### config.mk
export PLATFORM = sky130hd
export DESIGN_NAME = md_unit
export DESIGN_NICKNAME = d
export VERILOG_FILES = /design/src/rtl/md_unit.sv
export SDC_FILE = /design/constraint.sdc
export NUM_CORES = 1
export LEC_CHECK = 0
export CAP_MARGIN = 20
export CORE_MARGIN = 3
export CORE_UTILIZATION = 55
export DETAILED_ROUTE_END_ITERATION = 10
export GPL_TIMING_DRIVEN = 1
export PLACE_DENSITY = 0.9
export SLEW_MARGIN = 20
export SYNTH_ARGS = -nofsm -noshare
export SYNTH_HDL_FRONTEND = slang
export SYNTH_SLANG_ARGS = --single-unit
### constraint.sdc
create_clock -name clk -period 7.43 [get_ports clk]
set_input_delay 0.743 -clock clk [delete_from_list [all_inputs] [get_ports clk]]
set_output_delay 0.743 -clock clk [all_outputs]
set_load 0.02 [all_outputs]
### src/rtl/md_unit.sv
// md_unit: iterative MULT/MULTU/DIV/DIVU unit with architectural HI/LO registers.
// Define MD_DIV_EN to build the restoring divider; without it DIV/DIVU starts are ignored.
module md_unit #(
  parameter int DATA_W = 32
) (
  input  logic              clk,
  input  logic              rst_n,
  input  logic              start,
  input  logic [1:0]        op,
  input  logic [DATA_W-1:0] rs_data,
  input  logic [DATA_W-1:0] rt_data,
  input  logic              mthi,
  input  logic              mtlo,
  input  logic [DATA_W-1:0] mt_data,
  output logic              busy,
  output logic              done,
  output logic [DATA_W-1:0] hi,
  output logic [DATA_W-1:0] lo
);
  localparam int CW = $clog2(DATA_W);
  typedef enum logic [1:0] {IDLE, CALC, FIX} state_t;
  state_t state, state_nx;
  logic [CW-1:0] cnt;
  logic [DATA_W-1:0] a, mag_a, mag_b;
  logic [2*DATA_W-1:0] p, p_nx, res;
  logic [DATA_W:0] sum;
  logic neg_q, sa, sb, go;
`ifdef MD_DIV_EN
  logic [DATA_W-1:0] b, r_nx;
  logic [DATA_W:0] t;
  logic div, neg_r, dz, borrow;
  assign go = start && state == IDLE;
`else
  assign go = start && state == IDLE && !op[1];
`endif
  assign sa = !op[0] && rs_data[DATA_W-1];
  assign sb = !op[0] && rt_data[DATA_W-1];
  assign mag_a = sa ? -rs_data : rs_data;
  assign mag_b = sb ? -rt_data : rt_data;
  always_comb begin
    state_nx = state == IDLE ? (go ? CALC : IDLE) :
               state == CALC ? (cnt == CW'(DATA_W-1) ? FIX : CALC) : IDLE;
    sum = {1'b0, p[2*DATA_W-1:DATA_W]} + {1'b0, p[0] ? a : {DATA_W{1'b0}}};
    p_nx = {sum, p[DATA_W-1:1]};
    res = neg_q ? -p : p;
`ifdef MD_DIV_EN
    t = p[2*DATA_W-1:DATA_W-1];
    borrow = t < {1'b0, b};
    r_nx = t[DATA_W-1:0] - b;
    if (div) begin
      p_nx = {borrow ? t[DATA_W-1:0] : r_nx, p[DATA_W-2:0], !borrow};
      // divide-by-zero keeps the raw dividend, so a holds rs_data for divides
      res = dz ? {a, {DATA_W{1'b1}}} :
            {neg_r ? -p[2*DATA_W-1:DATA_W] : p[2*DATA_W-1:DATA_W],
             neg_q ? -p[DATA_W-1:0] : p[DATA_W-1:0]};
    end
`endif
  end
  always_ff @(posedge clk or negedge rst_n) begin
    if (!rst_n) begin
      state <= IDLE;
      busy <= 1'b0;
      done <= 1'b0;
      cnt <= '0;
    end else begin
      state <= state_nx;
      busy <= state_nx != IDLE;
      done <= state == FIX;
      cnt <= state == CALC ? cnt + 1'b1 : '0;
    end
  end
  always_ff @(posedge clk or negedge rst_n) begin
    if (!rst_n) begin
      a <= '0;
      p <= '0;
      neg_q <= 1'b0;
      hi <= '0;
      lo <= '0;
`ifdef MD_DIV_EN
      b <= '0;
      div <= 1'b0;
      neg_r <= 1'b0;
      dz <= 1'b0;
`endif
    end else begin
      if (go) begin
        a <= op[1] ? rs_data : mag_a;
        p <= {{DATA_W{1'b0}}, op[1] ? mag_a : mag_b};
        neg_q <= sa ^ sb;
`ifdef MD_DIV_EN
        b <= mag_b;
        div <= op[1];
        neg_r <= sa;
        dz <= rt_data == '0;
`endif
      end else if (state == CALC) begin
        p <= p_nx;
      end
      if (state == FIX) begin
        hi <= res[2*DATA_W-1:DATA_W];
        lo <= res[DATA_W-1:0];
      end else if (state == IDLE && !start) begin
        if (mthi) hi <= mt_data;
        if (mtlo) lo <= mt_data;
      end
    end
  end
endmodule
-- Yosys cells after proc, flatten, opt, wreduce, memory -nomap -nowiden
Index checks and enable logic that the tools add are counted.
- output and inout port bits: 66
- bits in registers: 170
- logic and storage cells: 53
- input bits: 103
- reduce and logical (&&, ||, !) cells: 16
- eq/ne operators: 3
- add/subtract/negate cells: 5
- bitwise logic cells: 1
- muxes and demuxes: 19
- operators by type and width (cell ; count):
    32-bit 2-to-1 mux ; 11
    64-bit 2-to-1 mux ; 3
    32-bit negation ; 2
    64-bit negation ; 1
    32-bit by 32-bit adder with 33-bit output ; 1
    2-bit nonzero test ; 5
    2-bit 2-to-1 mux ; 3
    5-bit by 1-bit adder with 5-bit output, second input constant ; 1
    5-bit equality test, second input constant ; 1
    1-bit logical AND ; 5
    5-bit 2-to-1 mux ; 1
    2-bit AND reduction ; 2
    1-bit zero test ; 3
    2-bit by 1-bit equality test with 1-bit output, second input constant ; 1
    2-bit equality test, second input constant ; 1
    2-bit zero test ; 1
    1-bit 2-to-1 mux ; 1
    1-bit bitwise XOR ; 1

-- Depth between registers and ports, before layout
Gate-level depths: netlist of the first run.
- word-level depth: 6
- depth in mapped cells: 12
- gate-level depth less buffers: 10

-- Worst setup path before layout of the first run
Ideal clock, no wire load.
- path type: register to register
- start: register p[0]
- end: register p[61]
- data arrival time: 3080 ps
- path buffers: 2
- setup slack: 4234 ps
- setup time: 116 ps
- data required time: 7314 ps
- stages on the path, launching flop included: 13
- clock period less this slack: 3196 ps
- cell sequence: dfrtp_1 > clkbuf_1 > clkbuf_1 > and2_1 > ha_1 > fa_1 > a21o_1 > a221oi_1 > or4_1 > a21oi_1 > o211a_1 > or2_2 > o311ai_0
- cells in the longest elaborated chain, start to end: 4
- RTL lines (what ; RTL line ; RTL):
    start: declaration ; 25 ; logic [2*DATA_W-1:0] p, p_nx, res;
    start signal: assignment ; 88 ; p <= {{DATA_W{1'b0}}, op[1] ? mag_a : mag_b};
    start signal: assignment ; 97 ; p <= p_nx;
    32-bit 2-to-1 mux ; 43 ; sum = {1'b0, p[2*DATA_W-1:DATA_W]} + {1'b0, p[0] ? a : {DATA_W{1'b0}}};
    32-bit by 32-bit adder with 33-bit output ; 43 ;
    64-bit 2-to-1 mux ; 96 ; end else if (state == CALC) begin
    64-bit 2-to-1 mux ; 86 ; if (go) begin
No other way between the ends. The select of a mux whose other input is x is not followed.
A chain may end at the register's enable or synchronous reset.

-- Worst setup path after layout of the first run
Same ends and word-level chain as after synthesis.

==> run summary, run 1 <==
status: finished, final reports clean
nature of the critical path startpoint: flop
placed instance count: 1739
DR DRC count: 0
maximum vdd ir drop: 0.203 mV
post-synthesis async set-or-reset flop share: 1.00
Die W: 150 um
RSZ-0062 raised after global routing: no
Num Clock Sinks: 170
number of antenna violations at the first check in global routing: 0
post-CTS sizing: 0
CTS tree: done
Slew Viols, Final: 0
main combinational cell family by area after synthesis: compound AO/OA/AOI/OAI gates
min cycle time layout: 3.87 ns
Synth Area in Adders: 0.0421
routed via count: 11300
part of the Yosys area used for sequential elements: 0.371
Core Area: 0.0204 mm2
Post-Syn Nets: 1511
Cell Area, Synth: 0.0115 mm2
clk buf depth: 2
fraction of synthesized area in multiplexers: 0.0246
post-DP HPWL: 26800 um
clock-pin slew on the worst setup and hold paths: 0.08 ns
prevailing post-synth register cell: dfrtp_1
sequential share of power: 0.367
Post-synth EDFFs: 0
WP data required: 7.75 ns
Clock Latency Late Sink: 0.44 ns
NumNets Final: 1629
library cells used by synthesis: 65
postcts setup bufs: 0
vias in the first global route: 10400
RR Startpoint: p[0]
Die Height: 150 um
crit path capture type: flop
most frequent cells in the layout: o21ai_0, dfrtp_1, clkdlybuf4s50_1, nand2_1, nor2_1
gr usage total: 0.311
simple-gate share of the synthesized area: 0.197
worst min path class: primary input to async pin
Clock Skew: 0.0105 ns
Internal Dissipation: 2.62 mW
Yosys reg bits: 170
final std cells w/o fill: 1771
Arrival @ worst endpoint: 4.19 ns
Syn Area/Cell: 8.37 um2
DR vias/cell: 6.37
boundary pin count: 169
port bufs: 168
Final Hold Violating Endpoints: 0
TritonCTS Buffers: 17
first-pass GRT wire length: 55400 um
kind of critical path: flop to flop
Worst Setup SP: p[0]
H-tree levels: 4
final worst path period share: 0.521
share of cells above drive strength 1: 0.0413
Initial Util: 0.563
Comb pwr share: 0.445
final worst slack: 3.56 ns
1st-pass router iterations: 6
Avg WL per Cell: 19.9 um
LEAKAGE: 5.61 nW
Root Buffer: clkbuf_16
Max Fclk: 258 MHz
DRC violation total after the first TritonRoute iteration: 1397
hold buffers post-CTS: 0
largest net degree at the start of global routing: 111
final wirelength: 35200 um
area grow syn2layout: 20.9%
final count of negative-setup-slack endpoints: 0
DP Worst Slack: 3.63 ns
setup TNS: 0 ns
Switching Share: 0.446
# diodes: 0
RD Place Congestion: 0.955
xor/xnor cell area share of the yosys netlist: 0.0925
Clk pwr share: 0.188
post-synthesis compound-gate area fraction: 0.238
Synth Instances: 1370
P per Cell Area: 342 mW/mm2
MaxCap Viol Count: 0
Syn. warnings: 0
# rows: 52
Slew headroom: 0.297
antenna viol nets, final: 0
CP Max Fanout: 37
slew at the pin closest to its max-slew limit: 1.05 ns
Die ar.: 0.0226 mm2
sw power: 2.11 mW
grt ovf: 0
-- sequential cells by signal (all words and copies together), names as in the netlist --
register	cells
p	64
lo	32
neg_q	1
busy	1
done	1
hi	32
a	32
state	2
cnt	5
-- cell type report --
class | count | area (um2)
repair buffers | 179 | 1770
multi-input cells | 1096 | 6820
well taps | 270 | 338
fillers | 1658 | 6500
inverters | 24 | 90.1
clock inverters | 15 | 164
clock buffers | 17 | 425
flip-flops and latches | 170 | 4250
-- routing by layer --
metal / global-route usage / routed length, um / up-vias
li1: - / - / 5255
met1: 0.448 / 14900 / 5309
met2: 0.470 / 15300 / 646
met3: 0.0530 / 3810 / 78
met4: 0.123 / 1170 / 0
met5: 0 / 0 / -
-- critical path: stages (launching register included) --
cell and delay, ns:
dfrtp_1 0.73, and2_1 0.31, ha_1 0.21, fa_1 0.42, a21o_1 0.22, a221oi_1 0.70
or4_1 0.25, a21oi_1 0.10, o211a_1 0.25, or2_2 0.29, o311ai_0 0.27
-- cells by family after synthesis --
logic type      count (synthesis)
compound gates                439
simple gates                  470
buf+inv                       104
fa+ha+maj                      38
mux                            28
flops                         170
xor+xnor                      121
-- cell usage after synthesis, drive strengths merged (6+ instances only) --
cell,instances,share of area
a21o,13,0.0085
a21oi,87,0.038
a221oi,8,0.0061
a222oi,18,0.016
a22oi,26,0.017
a31oi,14,0.0076
and2,38,0.021
clkbuf,75,0.025
dfrtp,170,0.37
ha,37,0.040
inv,24,0.0079
mux2i,27,0.024
nand2,166,0.054
nand2b,13,0.0071
nand3,19,0.0083
nand4,6,0.0033
nor2,115,0.038
nor3,28,0.012
nor4,18,0.011
o211ai,8,0.0052
o21ai,171,0.075
o21bai,6,0.0039
o22ai,11,0.0060
o31ai,34,0.022
o41ai,11,0.0084
or3,23,0.013
or4,16,0.011
xnor2,52,0.040
xor2,69,0.053
-- metrics by stage --
step	hold WS [ns]	total power, mW	util	instance area, um2
2_1_floorplan	0.433	2.99	-	11500
3_5_place_dp	0.464	3.79	0.652	13300
6_report	0.450	4.74	0.681	13900
5_1_grt	0.498	5.03	0.681	13900
3_3_place_gp	0.450	3.71	0.652	13300
4_1_cts	0.475	4.69	0.681	13900
-- power by group through the flow --
| stage | clock network, mW | logic (mW) | registers (mW) |
|---|---|---|---|
| 2_1_floorplan | 0 | 1.33 | 1.66 |
| 4_1_cts | 0.902 | 2.08 | 1.71 |
| 3_3_place_gp | 0 | 2.01 | 1.70 |
| 3_5_place_dp | 0 | 2.06 | 1.72 |
| 5_1_grt | 0.940 | 2.32 | 1.77 |
| 6_report | 0.892 | 2.11 | 1.74 |
-- path summary, 6_finish.rpt --
path,end,slack (ns),depth (start not counted)
setup / recovery,p[61],3.56,10
hold / removal,done,0.45,1
setup reg to reg,p[61],3.56,10
hold reg to reg,cnt[0],0.47,1
max in group asynchronous,p[23],5.60,2
min in group clk,cnt[0],0.47,1
Power figures use the tool's default switching activity.
==> inputs of run 2 (changes only) <==
CORE_UTILIZATION = 50   (was 55)
PLACE_DENSITY = 0.86   (was 0.9)
clock period = 3.1 ns   (was 7.43 ns; I/O delays follow)
==> run 2 against run 1 <==
Effect of this change: critical path depth fell by 3; wire length rose by 2.7%; sequential cell count did not move; non-clock buffer count rose by 64; fmax rose by 28%; utilization fell by 2.7 points; highest routed layer is now met5; cell area rose by 4.5%; sequential power rose by 130%; largest power group unchanged.
==> run summary, run 2 (synthesized netlist as in run 1, its figures left out) <==
Final Hold Violating Endpoints: 0 (unchanged)
largest net degree at the start of global routing: 67 (-40%)
final count of negative-setup-slack endpoints: 0 (unchanged)
# diodes: 0 (unchanged)
worst min path class: primary input to async pin
RSZ-0062 raised after global routing: yes
CP Max Fanout: 6 (-84%)
Core Area: 0.0222 mm2 (+8.8%)
final wirelength: 36100 um (+2.7%)
most frequent cells in the layout: o21ai_0, dfrtp_1, clkdlybuf4s50_1, nand2_1, nor2_1
Buf/Inv on CP: 0 (unchanged)
H-tree levels: 4 (unchanged)
max reg flops: 64 (unchanged)
nature of the critical path startpoint: flop
area grow syn2layout: 26.4%
slew at the pin closest to its max-slew limit: 1.07 ns (+0.0175 ns)
min cycle time layout: 3.03 ns (-0.847 ns)
crit-path leading delay family: simple AND/OR/NAND/NOR gates
grt ovf: 0 (unchanged)
Reg with most FFs: p
first-pass GRT wire length: 56600 um (+2.2%)
most used cell, CP: or4_4
Clock Latency Late Sink: 0.44 ns (about the same)
kind of critical path: flop to flop
status: finished, final reports clean
gr usage total: 0.290 (-0.0219)
RD Place Congestion: 0.974 (+1.9%)
NumNets Final: 1693 (+3.9%)
1st-pass router iterations: 7 (+1)
Max Fclk: 330 MHz (+28%)
DRC violation total after the first TritonRoute iteration: 1392 (-0.36%)
Initial Util: 0.517 (-0.0456)
slowest stage cell, crit path: or4_4
Clock Skew: 0.0162 ns (+0.00576 ns)
MaxCap Viol Count: 0 (unchanged)
DR vias/cell: 6.24 (-2.2%)
share of cells above drive strength 1: 0.0850 (+0.0437)
setup TNS: 0 ns (unchanged)
DR DRC count: 0 (unchanged)
crit path capture type: flop
Die Height: 157 um (+4.7%)
crit-path cells: or4_1 > or3_1 > or4_4 > or4_4 > nor3_2 > mux2i_1 > o21ai_0
final std cells w/o fill: 1845 (+4.2%)
post-DP HPWL: 27800 um (+3.6%)
clk buf depth: 2 (unchanged)
CP max stage delay: 0.58 ns (-0.15 ns)
Slew headroom: 0.284 (-0.0136)
clock-pin slew on the worst setup and hold paths: 0.06 ns (-0.02 ns)
# rows: 54 (+3.8%)
antenna viol nets, final: 0 (unchanged)
vias in the first global route: 10500 (+1.6%)
Placed Instance Area: 0.0138 mm2 (+4.0%)
WP data required: 3.40 ns (-4.35 ns)
final worst path period share: 0.977 (+0.455)
CTS tree: done
TritonCTS Buffers: 17 (unchanged)
Die W: 157 um (+4.7%)
Avg WL per Cell: 19.6 um (-1.4%)
Arrival @ worst endpoint: 3.33 ns (-0.86 ns)
placed instance count: 1811 (+4.1%)
P per Cell Area: 830 mW/mm2 (+140%)
number of antenna violations at the first check in global routing: 1 (+1)
port bufs: 168 (unchanged)
maximum vdd ir drop: 0.373 mV (+83%)
fin area: 0.0145 mm2 (+4.5%)
routed via count: 11500 (+1.9%)
boundary pin count: 169 (unchanged)
Num Clock Sinks: 170 (unchanged)
Slew Viols, Final: 0 (unchanged)
Root Buffer: clkbuf_16
Die ar.: 0.0248 mm2 (+9.6%)
LEAKAGE: 5.94 nW (+6.0%)
## run 2: stage by stage
step / hold WS (ns) / utilization / setup slack, ns / power (mW)
2_1_floorplan: 0.0144 / - / -0.0338 / 7.17
3_3_place_gp: 0.330 / 0.623 / 0.0825 / 9.40
3_5_place_dp: 0.328 / 0.623 / 0.0356 / 9.58
4_1_cts: 0.436 / 0.651 / 0.0217 / 11.9
5_1_grt: 0.466 / 0.654 / -0.0507 / 12.7
6_report: 0.409 / 0.654 / 0.0727 / 12.0
## run 2: layout make-up
type	instances	area, um2
fillers	1812	7680
multi-input cells	1096	6870
flip-flops and latches	170	4250
repair buffers	243	2300
clock buffers	18	429
well taps	280	350
clock inverters	14	189
inverters	24	90.1
## run 2: worst paths after layout
path / cells after the start / end / startpoint / slack (ns)
max: 7 / hi[21] / p[25] / 0.07
min: 2 / done / rst_n / 0.41
max reg2reg: 7 / hi[21] / p[25] / 0.07
min reg2reg: 1 / cnt[0] / cnt[0] / 0.46
max in group asynchronous: 3 / hi[3] / rst_n / 1.98
min in group clk: 1 / cnt[0] / cnt[0] / 0.46
## run 2: report_power, final
group	internal [mW]	leakage, nW	switching [mW]
clock	1.29	0.299	0.962
combinational	2.59	3.57	3.24
sequential	3.01	2.07	0.917
## run 2: what timing repair did
item	in CTS	in global routing
endpoints found under the setup margin	0	11
hold buffers	1	0
endpoints found under the hold margin	56	0
setup buffers	0	1
resized for setup	0	8
## run 2: routing by layer
metal  wire (um)  vias up  global-route usage
met5          10        -                   0
met3        4000      100              0.0525
li1            -     5375                   -
met2       15200      679               0.429
met1       15600     5349               0.424
met4        1350        2               0.108
==> inputs of run 3 (changes only) <==
GPL_ROUTABILITY_DRIVEN = 0   (was default)
SKIP_LAST_GASP = 1   (was default)
==> run 3 against run 2 <==
Effect of this change: the flow now finishes with violations (setup timing); first-iteration DRC count increased by 7.0%; clock skew decreased by 0.00078 ns; clock power decreased by 4%; critical path depth unchanged; final cell count decreased by 0.54%; worst hold slack got worse by 0.012 ns; non-clock buffer count decreased by 11; via count increased by 1.1%; register-to-register slack got worse by 0.096 ns; sequential cell count unchanged.
==> run summary, run 3 (synthesized netlist as in run 1, its figures left out) <==
status: finished, violations left
clock-pin slew on the worst setup and hold paths: 0.07 ns (about the same)
gr usage total: 0.292 (+0.00199)
clk buf depth: 2 (unchanged)
most frequent cells in the layout: dfrtp_1, o21ai_0, clkdlybuf4s50_1, nand2_1, nor2_1
failing checks: setup timing
Initial Util: 0.517 (unchanged)
1st-pass router iterations: 10 (+3)
port bufs: 168 (unchanged)
worst min path class: primary input to async pin
min cycle time layout: 3.12 ns (+0.0965 ns)
setup TNS: -0.0237 ns (-0.0237 ns)
CP max stage delay: 0.59 ns (about the same)
Die Height: 157 um (unchanged)
Final Core Density: 0.648 (-0.00525)
CTS tree: done
P per Cell Area: 827 mW/mm2 (-0.28%)
final worst path period share: 1.01 (+0.0311)
Clock Latency Late Sink: 0.44 ns (about the same)
Max Fclk: 320 MHz (-3.1%)
largest net degree at the start of global routing: 80 (+19%)
RR Startpoint: p[5]
crit path capture type: flop
Final Hold Violating Endpoints: 0 (unchanged)
DR DRC count: 0 (unchanged)
placed instance count: 1800 (-0.61%)
slowest stage cell, crit path: or4_4
kind of critical path: flop to flop
R2R setup slack: -0.02 ns (-0.10 ns)
antenna viol nets, final: 0 (unchanged)
share of cells above drive strength 1: 0.0779 (-0.00712)
slew at the pin closest to its max-slew limit: 1.14 ns (+0.0689 ns)
boundary pin count: 169 (unchanged)
Root Buffer: clkbuf_16
commonest non-fill, non-tap cell in the layout: dfrtp_1
# rows: 54 (unchanged)
nature of the critical path startpoint: flop
crit-path cells: or4_4 > or4_4 > or4_4 > or4_4 > nor3_1 > mux2i_1 > o21ai_0
Num Clock Sinks: 170 (unchanged)
most used cell, CP: or4_4
TritonCTS Buffers: 17 (unchanged)
Die W: 157 um (unchanged)
DP Worst Slack: 0.0677 ns (+0.0321 ns)
Placed Instance Area: 0.0137 mm2 (-0.71%)
Reg with most FFs: p
Slew headroom: 0.241 (-0.0433)
DR vias/cell: 6.34 (+1.6%)
CP Max Fanout: 6 (unchanged)
routed via count: 11600 (+1.1%)
first-pass GRT wire length: 57100 um (+0.88%)
H-tree levels: 4 (unchanged)
grt ovf: 0 (unchanged)
Slew Viols, Final: 0 (unchanged)
MaxCap Viol Count: 0 (unchanged)
final count of negative-setup-slack endpoints: 1 (+1)
Avg WL per Cell: 20.0 um (+2.0%)
maximum vdd ir drop: 0.471 mV (+26%)
NumNets Final: 1682 (-0.65%)
Arrival @ worst endpoint: 3.43 ns (+0.10 ns)
final std cells w/o fill: 1835 (-0.54%)
RR Endpoint: hi[21]
RSZ-0062 raised after global routing: yes
overall power: 11.9 mW (-1.1%)
WP data required: 3.41 ns (about the same)
WHS: 0.396 ns (-0.0125 ns)
LEAKAGE: 5.88 nW (-1.1%)
number of antenna violations at the first check in global routing: 1 (unchanged)
DRC violation total after the first TritonRoute iteration: 1489 (+7.0%)
final worst slack: -0.0237 ns (-0.0965 ns)
Die ar.: 0.0248 mm2 (unchanged)
R2R cell count: 7 (unchanged)
vias in the first global route: 10800 (+2.2%)
post-DP HPWL: 27600 um (-0.59%)
max reg flops: 64 (unchanged)
fin area: 0.0144 mm2 (-0.80%)
final wirelength: 36700 um (+1.4%)
area grow syn2layout: 25.3%
Clock Skew: 0.0154 ns (-0.000781 ns)
Core Area: 0.0222 mm2 (unchanged)
==> run 3: worst max path at each step <==
stage               depth (start not counted)      to  slack [ns]       start
global route                                7  hi[13]       -0.08       p[25]
global placement                            7  hi[29]        0.11       p[25]
finish                                      7  hi[21]       -0.02        p[5]
CTS                                         7  hi[29]        0.06       p[25]
floorplan                                   9  hi[29]       -0.03        p[5]
detailed placement                         10   a[30]        0.07  rs_data[0]
==> run 3: worst max-delay path: cells and delay by family, from the launching register on <==
kind	cells	cell delay (ns)
AND/OR/NAND/NOR	5	2.29
flip-flops	1	0.39
multiplexers	1	0.23
AO/OA/AOI/OAI	1	0.09
==> run 3: report_power, final <==
part	internal (mW)	total, mW	switching (mW)
Clock	1.24	2.17	0.937
Combinational	2.53	5.77	3.24
Sequential	3.01	3.94	0.934
==> run 3: final cells by class <==
cell class | instances | area (um2)
Multi-Input combinational cell | 1096 | 6870
Clock inverter | 13 | 144
Sequential cell | 170 | 4250
Antenna cell | 1 | 2.50
Fill cell | 1777 | 7790
Clock buffer | 19 | 453
Timing Repair Buffer | 232 | 2200
Tap cell | 280 | 350
Inverter | 24 | 90.1
==> run 3: routing by layer <==
metal  up-vias  wire, um  global-route usage
met2       778     15800               0.445
met4         0      1680               0.124
li1       5328         -                   -
met3       120      4210              0.0586
met1      5403     15000               0.405
met5         -         0                   0
==> run 3: timing repair <==
item / in CTS / in global routing
gates resized for setup: 0 / 10
setup endpoints to repair: 0 / 8
buffers inserted: 0 / 1
hold buffers: 1 / 0
hold endpoints to repair: 53 / 0
